--- src/rtl/jtcps1_watch_log.sv ---
// Debug watch logger: counts rising edges per watch signal over each frame,
// snapshots the counts at the VB rise and exposes them through a byte-wide
// read port, plus a frame-stretched activity LED.

// One watch lane: edge detect, saturating live counter and frame snapshot.
module jtcps1_watch_lane (
  input  logic       clk,
  input  logic       rst,
  input  logic       pxl_cen,
  input  logic       bnd,
  input  logic       sig,
  output logic [7:0] snap,
  output logic       hit
);
  logic       sig_l;
  logic [7:0] cnt, cnt_nx;
  logic       ev;

  assign ev     = pxl_cen & sig & ~sig_l;
  assign cnt_nx = (ev && cnt != 8'hFF) ? cnt + 8'd1 : cnt;
  // The snapshot about to be taken is nonzero: an edge on the boundary
  // cycle itself belongs to the frame being closed.
  assign hit    = cnt_nx != 8'd0;

  // Sample, count, and on a boundary move the count into the snapshot.
  always_ff @(posedge clk or posedge rst) begin
    if (rst) begin
      sig_l <= 1'b0;
      cnt   <= 8'd0;
      snap  <= 8'd0;
    end else if (pxl_cen) begin
      sig_l <= sig;
      if (bnd) begin
        snap <= cnt_nx;
        cnt  <= 8'd0;
      end else begin
        cnt  <= cnt_nx;
      end
    end
  end
endmodule

module jtcps1_watch_log #(
  parameter int W     = 14,
  parameter int LEDFR = 8
) (
  input  logic         clk,
  input  logic         rst,
  input  logic         pxl_cen,
  input  logic         VB,
  input  logic [W-1:0] sig_in,
  input  logic [7:0]   st_addr,
  output logic [7:0]   st_dout,
  output logic         led
);
  logic [15:0][7:0] snap;
  logic [15:0]      mask, hit;
  logic             vb_l, bnd;
  logic [7:0]       fcnt;
  logic [3:0]       lcnt, lcnt_nx;
  logic [7:0]       rd;

  assign bnd = pxl_cen & VB & ~vb_l;

  // Lanes above W are tied off so the read map sees zeros there.
  for (genvar i = 0; i < 16; i++) begin : g_lane
    if (i < W) begin : g_on
      jtcps1_watch_lane u_lane (
        .clk    (clk),
        .rst    (rst),
        .pxl_cen(pxl_cen),
        .bnd    (bnd),
        .sig    (sig_in[i]),
        .snap   (snap[i]),
        .hit    (hit[i])
      );
    end else begin : g_off
      assign snap[i] = 8'd0;
      assign hit[i]  = 1'b0;
    end
    assign mask[i] = snap[i] != 8'd0;
  end

  // LED hold counter: reload on an active frame, otherwise count down.
  always_comb begin
    lcnt_nx = lcnt;
    if (bnd) begin
      if (|hit)              lcnt_nx = 4'(LEDFR);
      else if (lcnt != 4'd0) lcnt_nx = lcnt - 4'd1;
    end
  end

  // Frame-level state: VB edge detect, frame counter, LED counter.
  always_ff @(posedge clk or posedge rst) begin
    if (rst) begin
      vb_l <= 1'b0;
      fcnt <= 8'd0;
      lcnt <= 4'd0;
      led  <= 1'b0;
    end else begin
      lcnt <= lcnt_nx;
      led  <= lcnt_nx != 4'd0;
      if (pxl_cen) begin
        vb_l <= VB;
        if (bnd) fcnt <= fcnt + 8'd1;
      end
    end
  end

  // Read map decode.
  always_comb begin
    rd = 8'd0;
    case (st_addr) inside
      [8'h00:8'h0F]: rd = snap[st_addr[3:0]];
      8'h10:         rd = mask[7:0];
      8'h11:         rd = mask[15:8];
      8'h12:         rd = fcnt;
      8'h13:         rd = {7'd0, led};
      default:       rd = 8'd0;
    endcase
  end

  // Registered read data, updated every clk regardless of pxl_cen.
  always_ff @(posedge clk or posedge rst) begin
    if (rst) st_dout <= 8'd0;
    else     st_dout <= rd;
  end
endmodule

--- config.mk ---
export PLATFORM = sky130hd
export DESIGN_NAME = jtcps1_watch_log
export DESIGN_NICKNAME = d
export VERILOG_FILES = /design/src/rtl/jtcps1_watch_log.sv
export SDC_FILE = /design/constraint.sdc
export NUM_CORES = 1
export LEC_CHECK = 0
export CORE_MARGIN = 2
export CORE_UTILIZATION = 57
export CTS_CLUSTER_DIAMETER = 100
export DETAILED_ROUTE_END_ITERATION = 12
export GPL_TIMING_DRIVEN = 1
export PLACE_DENSITY_LB_ADDON = 0.25
export SYNTH_ARGS = -nofsm -noshare
export SYNTH_HDL_FRONTEND = slang
export SYNTH_HIERARCHICAL = 1
export SYNTH_SLANG_ARGS = --single-unit
--- constraint.sdc ---
create_clock -name clk -period 3.3 [get_ports clk]
set_clock_uncertainty 0.2 [all_clocks]
set_input_delay 0.66 -clock clk [delete_from_list [all_inputs] [get_ports clk]]
set_output_delay 0.66 -clock clk [all_outputs]
set_load 0.01 [all_outputs]
; ---- Word-level counts from Yosys, hierarchy flattened
; Cells that the tools add are included.
[totals]
elab_cells = 214
out_inout_bits = 9
inputBits = 26
reg_bits = 260
[classes]
reduce_logical = 47
n_bitwise = 45
addsub = 16
order_cmp = 3
n_eq_ne = 18
n_mux = 38
[op_table]
columns = op, count
row1 = $mux 8, 33
row2 = $reduce_bool 8->1, 28
row3 = $add 8x1->8 const B, 15
row4 = $ne 8x8->1 const B, 14
row5 = $bmux 8 s4, 1
row6 = $eq 8x5->1 const B, 4
row7 = $and 1x1->1, 30
row8 = $logic_and 1x1->1, 15
row9 = $not 1->1, 15
row10 = $reduce_or 14->1, 1
row11 = $mux 4, 3
row12 = $ge 8x1->1 const B, 1
row13 = $le 8x4->1 const B, 1
row14 = $reduce_bool 4->1, 2
row15 = $lt 4x5->1 const B, 1
row16 = $sub 4x1->4 const B, 1
row17 = $reduce_and 2->1, 1
row18 = $mux 1, 1

; ---- Logic depth before layout (Yosys ltp)
; Gate-level depths: netlist of the first run.
[depth]
ltp_word = 9
ltp_mapped = 9
mapped_depth_nobuf = 9

; ---- By module
; Netlist of the first run, hierarchy kept.
[modules_own_cells]
columns = module, seq_area_each_um2, area_per_inst_um2, cells_each, instances
row1 = jtcps1_watch_lane, 425.4, 972.2, 108, 14
row2 = jtcps1_watch_log, 550.5, 2327.2, 232, 1

; ---- Worst setup path before layout of the first run
; Ideal clock, no wire load.
[synth_timing]
kind = input to register
from = input port VB
to = register g_lane[0].g_on.u_lane.snap[0]
required_time_ps = 2963
setup_ps = 137
slack_ps = -181
stages = 6
arrival_ps = 3144
n_path_buf = 1
cell_sequence = nand3b_1 inv_1 nand2_1 clkbuf_1 nand2_1 o21ai_0
[synth_between]
elab_chain_cells = 3
[synth_lines]
columns = element, line_no
row1 = from (decl), 50  ; input logic VB,
row2 = $and 1x1->1 (2 in a row), 63  ; assign bnd = pxl_cen & VB & ~vb_l;
row3 = named net bnd, 58  ; logic vb_l, bnd;
row4 = $reduce_and 2->1 (no source line), -
row5 = to (signal assigned), 34  ; snap <= cnt_nx;
row6 = to (decl), 12  ; output logic [7:0] snap,
; The timed path passes the listed nets, and every way through them passes these cells.
; A chain may end at the register's enable or synchronous reset.

; ---- Final worst setup path of the first run
[layout_timing]
from = register g_lane[0].g_on.u_lane.cnt[0]
to = register led
[layout_between]
elab_chain_cells = 8
elab_cells_between_ends = 9
classes_between = 1 x add/sub / 1 x eq/ne / 3 x mux / 4 x reduce/logical
[layout_lines]
columns = element, line_no
row1 = from (decl), 16  ; logic [7:0] cnt, cnt_nx;
row2 = from (signal assigned), 37  ; cnt <= cnt_nx;
row3 = branches (longest 2 deep; another with $add 8x1->8), -
row4 = $mux 8 (*), 20  ; assign cnt_nx = (ev && cnt != 8'hFF) ? cnt + 8'd1 : cnt;
row5 = $reduce_bool 8->1 (*), 23  ; assign hit = cnt_nx != 8'd0;
row6 = named net hit[0], 57  ; logic [15:0] mask, hit;
row7 = $reduce_or 14->1 (*), 88  ; if (|hit) lcnt_nx = 4'(LEDFR);
row8 = $mux 4 (*), 88
row9 = $mux 4 (*), 87  ; if (bnd) begin
row10 = $reduce_bool 4->1 (*), 102  ; led <= lcnt_nx != 4'd0;
row11 = to (signal assigned), 99  ; led <= 1'b0;
row12 = to (signal assigned), 102
row13 = to (decl), 54  ; output logic led
; Mark *: on every way through the listed nets, which the timed path passes.

==> qor.yml, run 1 <==
cells_and_area:
  final_layout_size_suffix_gt1_frac: 0.190
  finalNonFillerCells: 2302
  nets: 1943
  areaGrowthSynthToFinish_pct: 18.0
  fill_cells: 2219
detailed_routing:
  drt_iter0_markers: 1424
  dr.pass1.iters: 5
  drc: 0
  vias_per_cell: 6.28
  ant_nets: 0
  wirelength_um: 43200
  wire_per_inst_um: 18.8
  vias: 14500
power_and_ir_drop:
  total_power_w: 0.0112
  p_int_w: 0.00735
  power_frac_seq: 0.410
  vdd_drop_max_v: 0.000449
  swShare: 0.341
  p_comb_frac: 0.278
  powerDensity_nw_per_um2: 593
  leakagePower_nw: 8.03
  p_clk_frac: 0.311
  power.net_switching_w: 0.00381
timing:
  slew_viol_final: 0
  rsz0062_at_grt: "true"
  setup_viol: 1
  fin_setup_tns_ns: -0.00260
  whs_ns: 0.271
  slew_headroom: 0.421
  fmax_mhz: 303
  setup_slack_ns: -0.00260
  period_minus_slack_ns: 3.30
  tightest_slew_ns: 0.866
  post-route-period-util: 1.00
  hold_viol_final: 0
worst_setup_path:
  cp_cell_sequence: "ha_1, and4b_4, or3_1, a32o_1, or4b_1, nor4_2, buf_4, nand4_1, buf_4, nor3_4, o21ai_1"
  cp-startpoint: "g_lane[0].g_on.u_lane/cnt[0]$_DFFE_PP0P_"
  cp.depth: 11
  slowest_delay_ns: 0.56
  r2r_slack_ns: -0.003
  arrival_ns: 3.52
  cp_slowest_cell: "or4b_1"
  critPathTopFamily: "simple AND/OR/NAND/NOR gates"
  worst_ep_required_time_ns: 3.52
  crit_buf_inv: 2
  path_class: "flip-flop to flip-flop"
  cp_max_fo: 5
  crit_path_end: "led$_DFF_PP0_"
  worstSetupStartpointType: "flip-flop"
  endpoint_kind: "flip-flop"
  rr_endpoint: "led$_DFF_PP0_"
  r2r_cells: 11
  critPathMostFrequentCell: "buf_4"
  reg2reg_from: "g_lane[0].g_on.u_lane/cnt[0]$_DFFE_PP0P_"
cts:
  cts-root-buf: "clkbuf_16"
  htreeDepth: 1
  cts_buffers: 29
  cts_tree: "done"
  clock-sinks: 260
  clock_latency_ns: 0.55
  path_clk_slew_ns: 0.06
  clockBufferDepth: 3
  hold_buffers: 0
logic_synthesis:
  muxShareOfSynthArea: 0.0775
  synth_compound_area_frac: 0.184
  yosysSeqAreaShare: 0.408
  synth-edff-count: 0
  synth_simple_gate_area_share: 0.245
  ys_ff_latch: 260
  synth.distinct_cells: 62
  synth_cells: 1744
  synth_top_flop_cell: "dfrtp_1"
  yosys_warnings: 6
  synth-adder-area-share: 0.0126
  synth_area_um2: 15900
  synth_top_family_by_area: "simple AND/OR/NAND/NOR gates"
  async_flop_share: 1.00
  avgSynthCellArea_um2: 9.14
  synth_fp_nets: 1786
  synth_xor_area_frac: 0.0275
die:
  core_area_um2: 27600
  die_height_um: 171
  io_pins: 35
  fp.dieArea_um2: 29300
  initial_utilization: 0.577
  rows: 61
  die_w_um: 171
job:
  maxCapViolCount: 0
hold_path:
  hold_class: "input pin to flip-flop"
  min-delay-start: "sig_in[6]"
outcome:
  failed_checks: "setup timing"
  status: "finished with violations"
global_route:
  first_global_vias: 13700
  overflow: 0
  grt_start_max_net_pins: 56
  grtUsageTotal: 0.299
  antenna_found_initial: 1
  grt_pass1_wl_um: 70800
place:
  dp_slack_ns: -0.840
  placedCellCount: 2247
  dpl.hpwl_um: 31400
  gp_congestion: 0.935
  io_buffers: 34
==> worst min path at each step <==
stage | slack (ns) | endpoint | depth (start not counted)
after global routing | 0.31 | g_lane[6].g_on.u_lane/sig_l$_DFFE_PP0P_ | 2
after global placement | 0.27 | fcnt[7]$_DFFE_PP0P_ | 1
after CTS | 0.28 | fcnt[7]$_DFFE_PP0P_ | 1
after floorplan | 0.24 | fcnt[7]$_DFFE_PP0P_ | 1
final | 0.27 | g_lane[6].g_on.u_lane/sig_l$_DFFE_PP0P_ | 2
after detailed placement | 0.27 | fcnt[7]$_DFFE_PP0P_ | 1
==> cell usage after synthesis, drive strengths merged, types with 16 or more instances <==
master / n / area (um2)
clkbuf: 28 / 105
dfrtp: 260 / 6510
nand3b: 31 / 233
and3: 43 / 269
a21oi: 38 / 190
o22ai: 58 / 363
nand4: 50 / 313
xnor2: 36 / 315
nand3: 60 / 300
nor4: 42 / 278
inv: 91 / 342
a31oi: 16 / 100
nand2b: 31 / 194
buf: 50 / 274
nor3: 34 / 170
nor2: 93 / 349
mux4: 24 / 552
mux2i: 48 / 480
nand2: 220 / 826
a31o: 28 / 245
mux2: 18 / 203
ha: 16 / 200
o21ai: 182 / 963
==> cell families (layout without fill, tap and decap cells) <==
family | count (synthesis) | in the layout
fa+ha+maj | 16 | 16
other cells | 0 | 1
buf+inv | 170 | 349
flops | 260 | 260
xor+xnor | 50 | 50
mux | 90 | 90
compound gates | 444 | 444
simple gates | 714 | 714
==> repair_timing <==
item,CTS,global route
resized for setup,11,9
setup buffers,0,1
setup endpoints to repair,5,4
pin swaps,4,9
==> routing by layer <==
layer | vias to the layer above | global-route usage | part of all wire
met5 | - | 0 | 0
met2 | 517 | 0.468 | 0.45
met4 | 0 | 0.0870 | 0.030
li1 | 6832 | - | -
met3 | 77 | 0.0338 | 0.065
met1 | 7041 | 0.440 | 0.45
==> cells in the final DEF (no fill, tap or decap), types with 10 or more instances in the layout <==
| master | instances |
|---|---|
| o21ai_0 | 165 |
| xor2_1 | 14 |
| and4b_4 | 14 |
| or4b_1 | 10 |
| nor2b_1 | 15 |
| dfrtp_1 | 260 |
| o31a_1 | 14 |
| nand3b_1 | 31 |
| nor3_1 | 31 |
| nand2_1 | 220 |
| a32o_1 | 14 |
| a21oi_1 | 38 |
| o311ai_0 | 14 |
| and4_4 | 14 |
| mux2_2 | 18 |
| a211o_1 | 15 |
| nand2b_1 | 31 |
| o21ai_2 | 14 |
| o211ai_1 | 14 |
| or2_2 | 14 |
| or3_1 | 15 |
| nand3_1 | 60 |
| nor2_1 | 93 |
| clkdlybuf4s50_1 | 30 |
| xnor2_1 | 36 |
| a31oi_1 | 16 |
| mux2i_1 | 48 |
| o22ai_1 | 58 |
| mux4_2 | 21 |
| clkbuf_16 | 29 |
| inv_1 | 90 |
| and3b_1 | 14 |
| a22o_1 | 14 |
| nor4_1 | 38 |
| and3_1 | 43 |
| a31o_2 | 28 |
| o31ai_1 | 15 |
| ha_1 | 14 |
| nand4_1 | 50 |
| buf_4 | 165 |
==> through the flow <==
stage               cell area (um2)  utilization
floorplan                     15900            -
global placement              17700        0.641
detailed placement            17700        0.641
CTS                           18800        0.679
global route                  18800        0.681
finish                        18800        0.681
==> area by class of cell <==
class | instances | area [um2] | share of cell area
inverters | 92 | 349 | 0.0186
clock inverters | 20 | 275 | 0.0146
clock buffers | 33 | 741 | 0.0394
well taps | 378 | 473 | 0.0252
flip-flops and latches | 260 | 6510 | 0.346
diodes | 1 | 2.50 | 0.000133
repair buffers | 204 | 1670 | 0.0890
multi-input cells | 1314 | 8780 | 0.467
==> power groups by stage <==
| stage | Combinational, W | Clock, W | Sequential [W] |
|---|---|---|---|
| global route | 0.00343 | 0.00365 | 0.00465 |
| CTS | 0.00306 | 0.00351 | 0.00454 |
| floorplan | 0.00215 | 0 | 0.00424 |
| finish | 0.00310 | 0.00347 | 0.00458 |
| detailed placement | 0.00301 | 0 | 0.00457 |
| global placement | 0.00291 | 0 | 0.00455 |
==> registers in the layout, summed over array words and instances, names as in the netlist <==
name,cells
vb_l,1
lcnt,4
fcnt,8
g_lane.g_on.u_lane/sig_l,14
g_lane.g_on.u_lane/snap,112
led,1
g_lane.g_on.u_lane/cnt,112
st_dout,8
No activity file was read; power rests on OpenSTA's default activity.
==> run 2: changes to the inputs <==
--- a/config.mk
+++ b/config.mk
@@ -5,9 +5,10 @@
 export SDC_FILE = /design/constraint.sdc
 export NUM_CORES = 1
 export LEC_CHECK = 0
-export CORE_MARGIN = 2
+export CORE_MARGIN = 10
 export CORE_UTILIZATION = 57
 export CTS_CLUSTER_DIAMETER = 100
+export CTS_CLUSTER_SIZE = 16
 export DETAILED_ROUTE_END_ITERATION = 12
 export GPL_TIMING_DRIVEN = 1
 export PLACE_DENSITY_LB_ADDON = 0.25
==> run 2 against run 1 <==
The run still ends with setup timing left. Cell count down 1.2%. Sequential power about the same. Global-route usage down 6.6 points. Wire length down 1.9%. Maximum frequency about the same. Highest routed layer unchanged. Critical path depth down 1. Combinational power about the same. Critical endpoint is now lcnt[3]$_DFF_PP0_. Power down 11%. Largest power group unchanged. Clock power down 35%. Die area up 20%. Largest cell class unchanged.
==> qor.yml, run 2 (synthesized netlist as in run 1, its figures left out) <==
outcome:
  status: "finished with violations"  # unchanged
  failed_checks: "setup timing"  # unchanged
cts:
  htreeDepth: 1  # unchanged
  clock-sinks: 260  # unchanged
  clockBufferDepth: 3  # unchanged
  cts-root-buf: "clkbuf_16"  # unchanged
  cts_buffers: 20  # was 29
  clock_latency_ns: 0.51  # was 0.55 ns
  hold_buffers: 0  # unchanged
  path_clk_slew_ns: 0.07  # was 0.06 ns
  cts_tree: "done"  # unchanged
die:
  io_pins: 35  # unchanged
  die_height_um: 187  # was 171 um
  rows: 61  # unchanged
  fp.dieArea_um2: 35000  # was 29300 um2
  die_w_um: 187  # was 171 um
  initial_utilization: 0.575  # was 0.577
  core_area_um2: 27700  # was 27600 um2
detailed_routing:
  vias_per_cell: 6.33  # was 6.28
  ant_nets: 0  # unchanged
  dr.pass1.iters: 6  # was 5
  drt_iter0_markers: 1190  # was 1424
  drc: 0  # unchanged
  wire_per_inst_um: 18.6  # was 18.8 um
  wirelength_um: 42400  # was 43200 um
  vias: 14400  # was 14500
worst_setup_path:
  r2r_cells: 10  # was 11
  worst_ep_required_time_ns: 3.49  # was 3.52 ns
  crit_buf_inv: 1  # was 2
  r2r_slack_ns: -0.003  # about the same
  path_class: "flip-flop to flip-flop"  # unchanged
  cp_max_fo: 5  # unchanged
  worstSetupStartpointType: "flip-flop"  # unchanged
  critPathTopFamily: "simple AND/OR/NAND/NOR gates"  # unchanged
  cp_cell_sequence: "ha_2, and4b_4, or3_1, a32o_1, or4b_4, nor4_4, buf_4, nand4_1, and2_4, a211o_1"  # was ha_1, and4b_4, or3_1, a32o_1, or4b_1, nor4_2, buf_4, nand4_1, buf_4, nor3_4, o21ai_1
  arrival_ns: 3.49  # was 3.52 ns
  cp.depth: 10  # was 11
  cp_slowest_cell: "or4b_4"  # was or4b_1
  endpoint_kind: "flip-flop"  # unchanged
  slowest_delay_ns: 0.52  # was 0.56 ns
cells_and_area:
  nets: 1938  # was 1943
  antenna_cells: 0  # was 1
  fin_util: 0.664  # was 0.681
  areaGrowthSynthToFinish_pct: 15.4  # was 18.0%
  layout_common_cells: "260 x dfrtp_1, 220 x nand2_1, 170 x buf_4"  # was 260 x dfrtp_1, 220 x nand2_1, 165 x o21ai_0, 165 x buf_4, 93 x nor2_1
  layout_commonest_cell: "dfrtp_1"  # unchanged
  final_layout_size_suffix_gt1_frac: 0.187  # was 0.190
  top_regs: "g_lane.g_on.u_lane/cnt x112, g_lane.g_on.u_lane/snap x112, g_lane.g_on.u_lane/sig_l x14"  # unchanged
global_route:
  first_global_vias: 13400  # was 13700
  grt_start_max_net_pins: 66  # was 56
  grtUsageTotal: 0.233  # was 0.299
  overflow: 0  # unchanged
  antenna_found_initial: 0  # was 1
  grt_pass1_wl_um: 69300  # was 70800 um
power_and_ir_drop:
  leakagePower_nw: 7.88  # was 8.03 nW
  powerDensity_nw_per_um2: 540  # was 593 nW/um2
  total_power_w: 0.00992  # was 0.0112 W
  vdd_drop_max_v: 0.000335  # was 0.000449 V
timing:
  slew_viol_final: 0  # unchanged
  slew_headroom: 0.559  # was 0.421
  rsz0062_at_grt: "true"  # unchanged
  post-route-period-util: 1.00  # about the same
  whs_ns: 0.273  # was 0.271 ns
  fmax_mhz: 303  # about the same
  setup_slack_ns: -0.00309  # was -0.00260 ns
  hold_viol_final: 0  # unchanged
  period_minus_slack_ns: 3.30  # about the same
  tightest_slew_ns: 0.662  # was 0.866 ns
  setup_viol: 1  # unchanged
hold_path:
  hold_class: "input pin to flip-flop"  # unchanged
  hold_depth: 2  # unchanged
place:
  dp_slack_ns: -0.742  # was -0.840 ns
  io_buffers: 34  # unchanged
  dpl.hpwl_um: 31500  # was 31400 um
  gp_congestion: 0.939  # was 0.935
job:
  maxCapViolCount: 0  # unchanged
## run 2: changes by cell type in the layout (fill, tap and decap cells not counted), sizes merged
cell / delta
diode: -1
clkdlybuf4s50: -4
clkbuf: -12
buf: +4
bufinv: -6
dlymetal6s2s: +4
clkinv: -9
clkinvlp: -3
## run 2: through the flow
stage,cell area (um2),instances,setup TNS (ns)
6_report,18400,2275,-0.00309
5_1_grt,18400,2275,-0.194
4_1_cts,18300,2272,0
3_5_place_dp,17700,2248,-3.35
3_3_place_gp,17700,2248,-3.61
2_1_floorplan,15900,1744,0
## run 2: worst paths after layout
path | from | to
setup / recovery | g_lane[6].g_on.u_lane/cnt[0]$_DFFE_PP0P_ | lcnt[3]$_DFF_PP0_
hold / removal | sig_in[6] | g_lane[6].g_on.u_lane/sig_l$_DFFE_PP0P_
setup reg to reg | g_lane[6].g_on.u_lane/cnt[0]$_DFFE_PP0P_ | lcnt[3]$_DFF_PP0_
hold reg to reg | fcnt[7]$_DFFE_PP0P_ | fcnt[7]$_DFFE_PP0P_
max in group asynchronous | rst | g_lane[7].g_on.u_lane/cnt[3]$_DFFE_PP0P_
min in group asynchronous | rst | g_lane[9].g_on.u_lane/sig_l$_DFFE_PP0P_
## run 2: cell type report
cell class | instances | area [um2]
repair buffers | 208 | 1700
well taps | 378 | 473
clock inverters | 2 | 16.3
flip-flops and latches | 260 | 6510
clock buffers | 21 | 526
multi-input cells | 1314 | 8820
fillers | 2233 | 9320
inverters | 92 | 349
## run 2: power by group
part	internal, W	switching, W
clock network	0.00113	0.00111
logic	0.00149	0.00164
registers	0.00379	0.000765
total	0.00641	0.00351
## run 2: metal layers
metal | up-vias | global-route usage | routed length [um]
met5 | - | 0 | 0
met4 | 0 | 0.0673 | 1250
met3 | 87 | 0.0250 | 2690
met2 | 531 | 0.374 | 19500
met1 | 7000 | 0.327 | 18900
li1 | 6793 | - | -
## run 2: what timing repair did
item | in CTS | in global routing
resized for setup | 14 | 25
setup endpoints to repair | 5 | 5
buffers inserted | 1 | 3
pin swaps | 3 | 18
==> run 3: changes to the inputs <==
--- a/config.mk
+++ b/config.mk
@@ -6,12 +6,13 @@
 export NUM_CORES = 1
 export LEC_CHECK = 0
 export CORE_MARGIN = 10
-export CORE_UTILIZATION = 57
+export CORE_UTILIZATION = 60
 export CTS_CLUSTER_DIAMETER = 100
 export CTS_CLUSTER_SIZE = 16
 export DETAILED_ROUTE_END_ITERATION = 12
 export GPL_TIMING_DRIVEN = 1
-export PLACE_DENSITY_LB_ADDON = 0.25
+export PLACE_DENSITY = 0.84
+export SKIP_LAST_GASP = 1
 export SYNTH_ARGS = -nofsm -noshare
 export SYNTH_HDL_FRONTEND = slang
 export SYNTH_HIERARCHICAL = 1
==> constraint.sdc (replaced) <==
create_clock -name clk -period 4.1 [get_ports clk]
set_clock_uncertainty 0.2 [all_clocks]
set_input_delay 0.82 -clock clk [delete_from_list [all_inputs] [get_ports clk]]
set_output_delay 0.82 -clock clk [all_outputs]
set_load 0.01 [all_outputs]
==> run 3 against run 2 <==
The run now ends clean. Count of clock-buffer cells in the layout shrank 1. Register-to-register slack gained 0.58 ns. Non-clock buffer count shrank 118. Hold slack gained 0.036 ns. Utilization shrank 0.066 points. Sequential cell count is the same. Setup slack gained 0.55 ns. Critical endpoint unchanged. Largest cell class unchanged. Highest routed layer unchanged.
==> qor.yml, run 3 (synthesized netlist as in run 1, its figures left out) <==
outcome:
  status: "finished clean"  # was finished with violations
cts:
  clock_latency_ns: 0.52  # was 0.51 ns
  htreeDepth: 1  # unchanged
  cts_setup_buffers: 0  # was 1
  path_clk_slew_ns: 0.07  # about the same
  clockBufferDepth: 3  # unchanged
  cts-root-buf: "clkbuf_16"  # unchanged
  clock-sinks: 260  # unchanged
  cts_buffers: 20  # unchanged
  cts_tree: "done"  # unchanged
  ctsResizeCount: 0  # was 14
  hold_buffers: 0  # unchanged
timing:
  period_minus_slack_ns: 3.55
  whs_ns: 0.309  # was 0.273 ns
  fin_setup_tns_ns: 0  # was -0.00309 ns
  tightest_slew_ns: 1.00  # was 0.662 ns
  fmax_mhz: 281
  rsz0062_at_grt: "false"  # was true
  post-route-period-util: 0.867
  setup_viol: 0  # was 1
  slew_headroom: 0.331  # was 0.559
  hold_viol_final: 0  # unchanged
  slew_viol_final: 0  # unchanged
place:
  dpl-instance-area_um2: 16800  # was 17700 um2
  gp_congestion: 0.968  # was 0.939
  io_buffers: 34  # unchanged
  dpl.hpwl_um: 29900  # was 31500 um
global_route:
  overflow: 0  # unchanged
  grtUsageTotal: 0.242  # was 0.233
  first_global_vias: 13200  # was 13400
  antenna_found_initial: 0  # unchanged
  grt_start_max_net_pins: 41  # was 66
  grt_pass1_wl_um: 68000  # was 69300 um
hold_path:
  hold_class: "flip-flop to flip-flop"  # was input pin to flip-flop
cells_and_area:
  areaGrowthSynthToFinish_pct: 8.71  # was 15.4%
  layout_commonest_cell: "dfrtp_1"  # unchanged
  top_regs: "g_lane.g_on.u_lane/cnt x112, g_lane.g_on.u_lane/snap x112, g_lane.g_on.u_lane/sig_l x14"  # unchanged
  final_layout_size_suffix_gt1_frac: 0.119  # was 0.187
  nets: 1820  # was 1938
  antenna_cells: 0  # unchanged
  design_area_um2: 17300  # was 18400 um2
  fin_util: 0.663  # was 0.664
  layout_common_cells: "260 x dfrtp_1, 220 x nand2_1, 168 x o21ai_0"  # was 260 x dfrtp_1, 220 x nand2_1, 170 x buf_4
  fill_cells: 2052  # was 2233
job:
  maxCapViolCount: 0  # unchanged
power_and_ir_drop:
  total_power_w: 0.00769  # was 0.00992 W
  leakagePower_nw: 7.25  # was 7.88 nW
  vdd_drop_max_v: 0.000323  # was 0.000335 V
  powerDensity_nw_per_um2: 444  # was 540 nW/um2
worst_setup_path:
  worstSetupStartpointType: "input pin"  # was flip-flop
  slowest_delay_ns: 0.56  # was 0.52 ns
  cp_slowest_cell: "or4b_1"  # was or4b_4
  cp_max_fo: 5  # unchanged
  worst_ep_required_time_ns: 4.31  # was 3.49 ns
  endpoint_kind: "flip-flop"  # unchanged
  path_class: "input pin to flip-flop"  # was flip-flop to flip-flop
  arrival_ns: 3.76  # was 3.49 ns
  cp_cell_sequence: "clkdlybuf4s50_1, and4b_4, or3_1, a32o_1, or4b_1, nor4_1, buf_4, nand4_1, and2_1, a211o_1"  # was ha_2, and4b_4, or3_1, a32o_1, or4b_4, nor4_4, buf_4, nand4_1, and2_4, a211o_1
detailed_routing:
  dr.pass1.iters: 6  # unchanged
  vias_per_cell: 6.71  # was 6.33
  ant_nets: 0  # unchanged
  drt_iter0_markers: 1410  # was 1190
  wire_per_inst_um: 19.6  # was 18.6 um
  wirelength_um: 41400  # was 42400 um
  drc: 0  # unchanged
  vias: 14200  # was 14400
die:
  core_area_um2: 26100  # was 27700 um2
  initial_utilization: 0.610  # was 0.575
  rows: 59  # was 61
  die_height_um: 183  # was 187 um
  fp.dieArea_um2: 33500  # was 35000 um2
  io_pins: 35  # unchanged
  die_w_um: 183  # was 187 um
-- run 3: cell count changes in the layout (fill, tap and decap cells not counted), moves of 3 or more --
cell and change:
o21ai_1 -5, or4b_4 -8, dlymetal6s2s_1 -5, nor4_1 +3
ha_1 +6, ha_2 -6, o21ai_0 +7, or4b_1 +8
buf_4 -119, clkdlybuf4s50_1 +5
-- run 3: layout make-up --
type / count / area, um2 / area share
inverter: 92 / 347 / 0.0200
multi-input combinational: 1314 / 8710 / 0.503
sequential: 260 / 6510 / 0.376
tap: 335 / 419 / 0.0242
timing repair buffer: 90 / 815 / 0.0470
clock inverter: 2 / 32.5 / 0.00188
clock buffer: 20 / 500 / 0.0289
-- run 3: worst paths after layout --
check | startpoint | end | slack [ns] | cells past startpoint
worst max register to register | g_lane[0].g_on.u_lane/cnt[1]$_DFFE_PP0P_ | lcnt[3]$_DFF_PP0_ | 0.58 | 10
min in group asynchronous | rst | lcnt[0]$_DFF_PP0_ | 1.17 | 3
worst max-delay path | sig_in[0] | lcnt[3]$_DFF_PP0_ | 0.55 | 10
worst min register to register | vb_l$_DFFE_PP0P_ | vb_l$_DFFE_PP0P_ | 0.31 | 1
max in group asynchronous | rst | g_lane[4].g_on.u_lane/sig_l$_DFFE_PP0P_ | 1.88 | 2
worst min-delay path | vb_l$_DFFE_PP0P_ | vb_l$_DFFE_PP0P_ | 0.31 | 1
-- run 3: report_power, final --
group	internal, W	switching [W]	total (W)
combinational	0.000981	0.00117	0.00215
sequential	0.00305	0.000700	0.00375
clock	0.000879	0.000905	0.00178
-- run 3: through the flow --
step                instances  worst slack (ns)
floorplan                1744             0.459
global placement         2091            0.0653
detailed placement       2091            0.0603
CTS                      2113             0.596
global route             2113             0.392
finish                   2113             0.547
-- run 3: per-layer routing --
metal  GRT usage  vias to the layer above  routed length [um]
li1            -                     6573                   -
met4      0.0895                        0                1490
met5           0                        -                   0
met1       0.337                     6873               17900
met2       0.375                      628               18900
met3      0.0374                       97                3040
-- run 3: critical path: cells and delay by family --
kind                   cells  cell delay [ns]
AND/OR/NAND/NOR            6             1.79
AO/OA/AOI/OAI              2             0.51
buffers and inverters      2             0.65
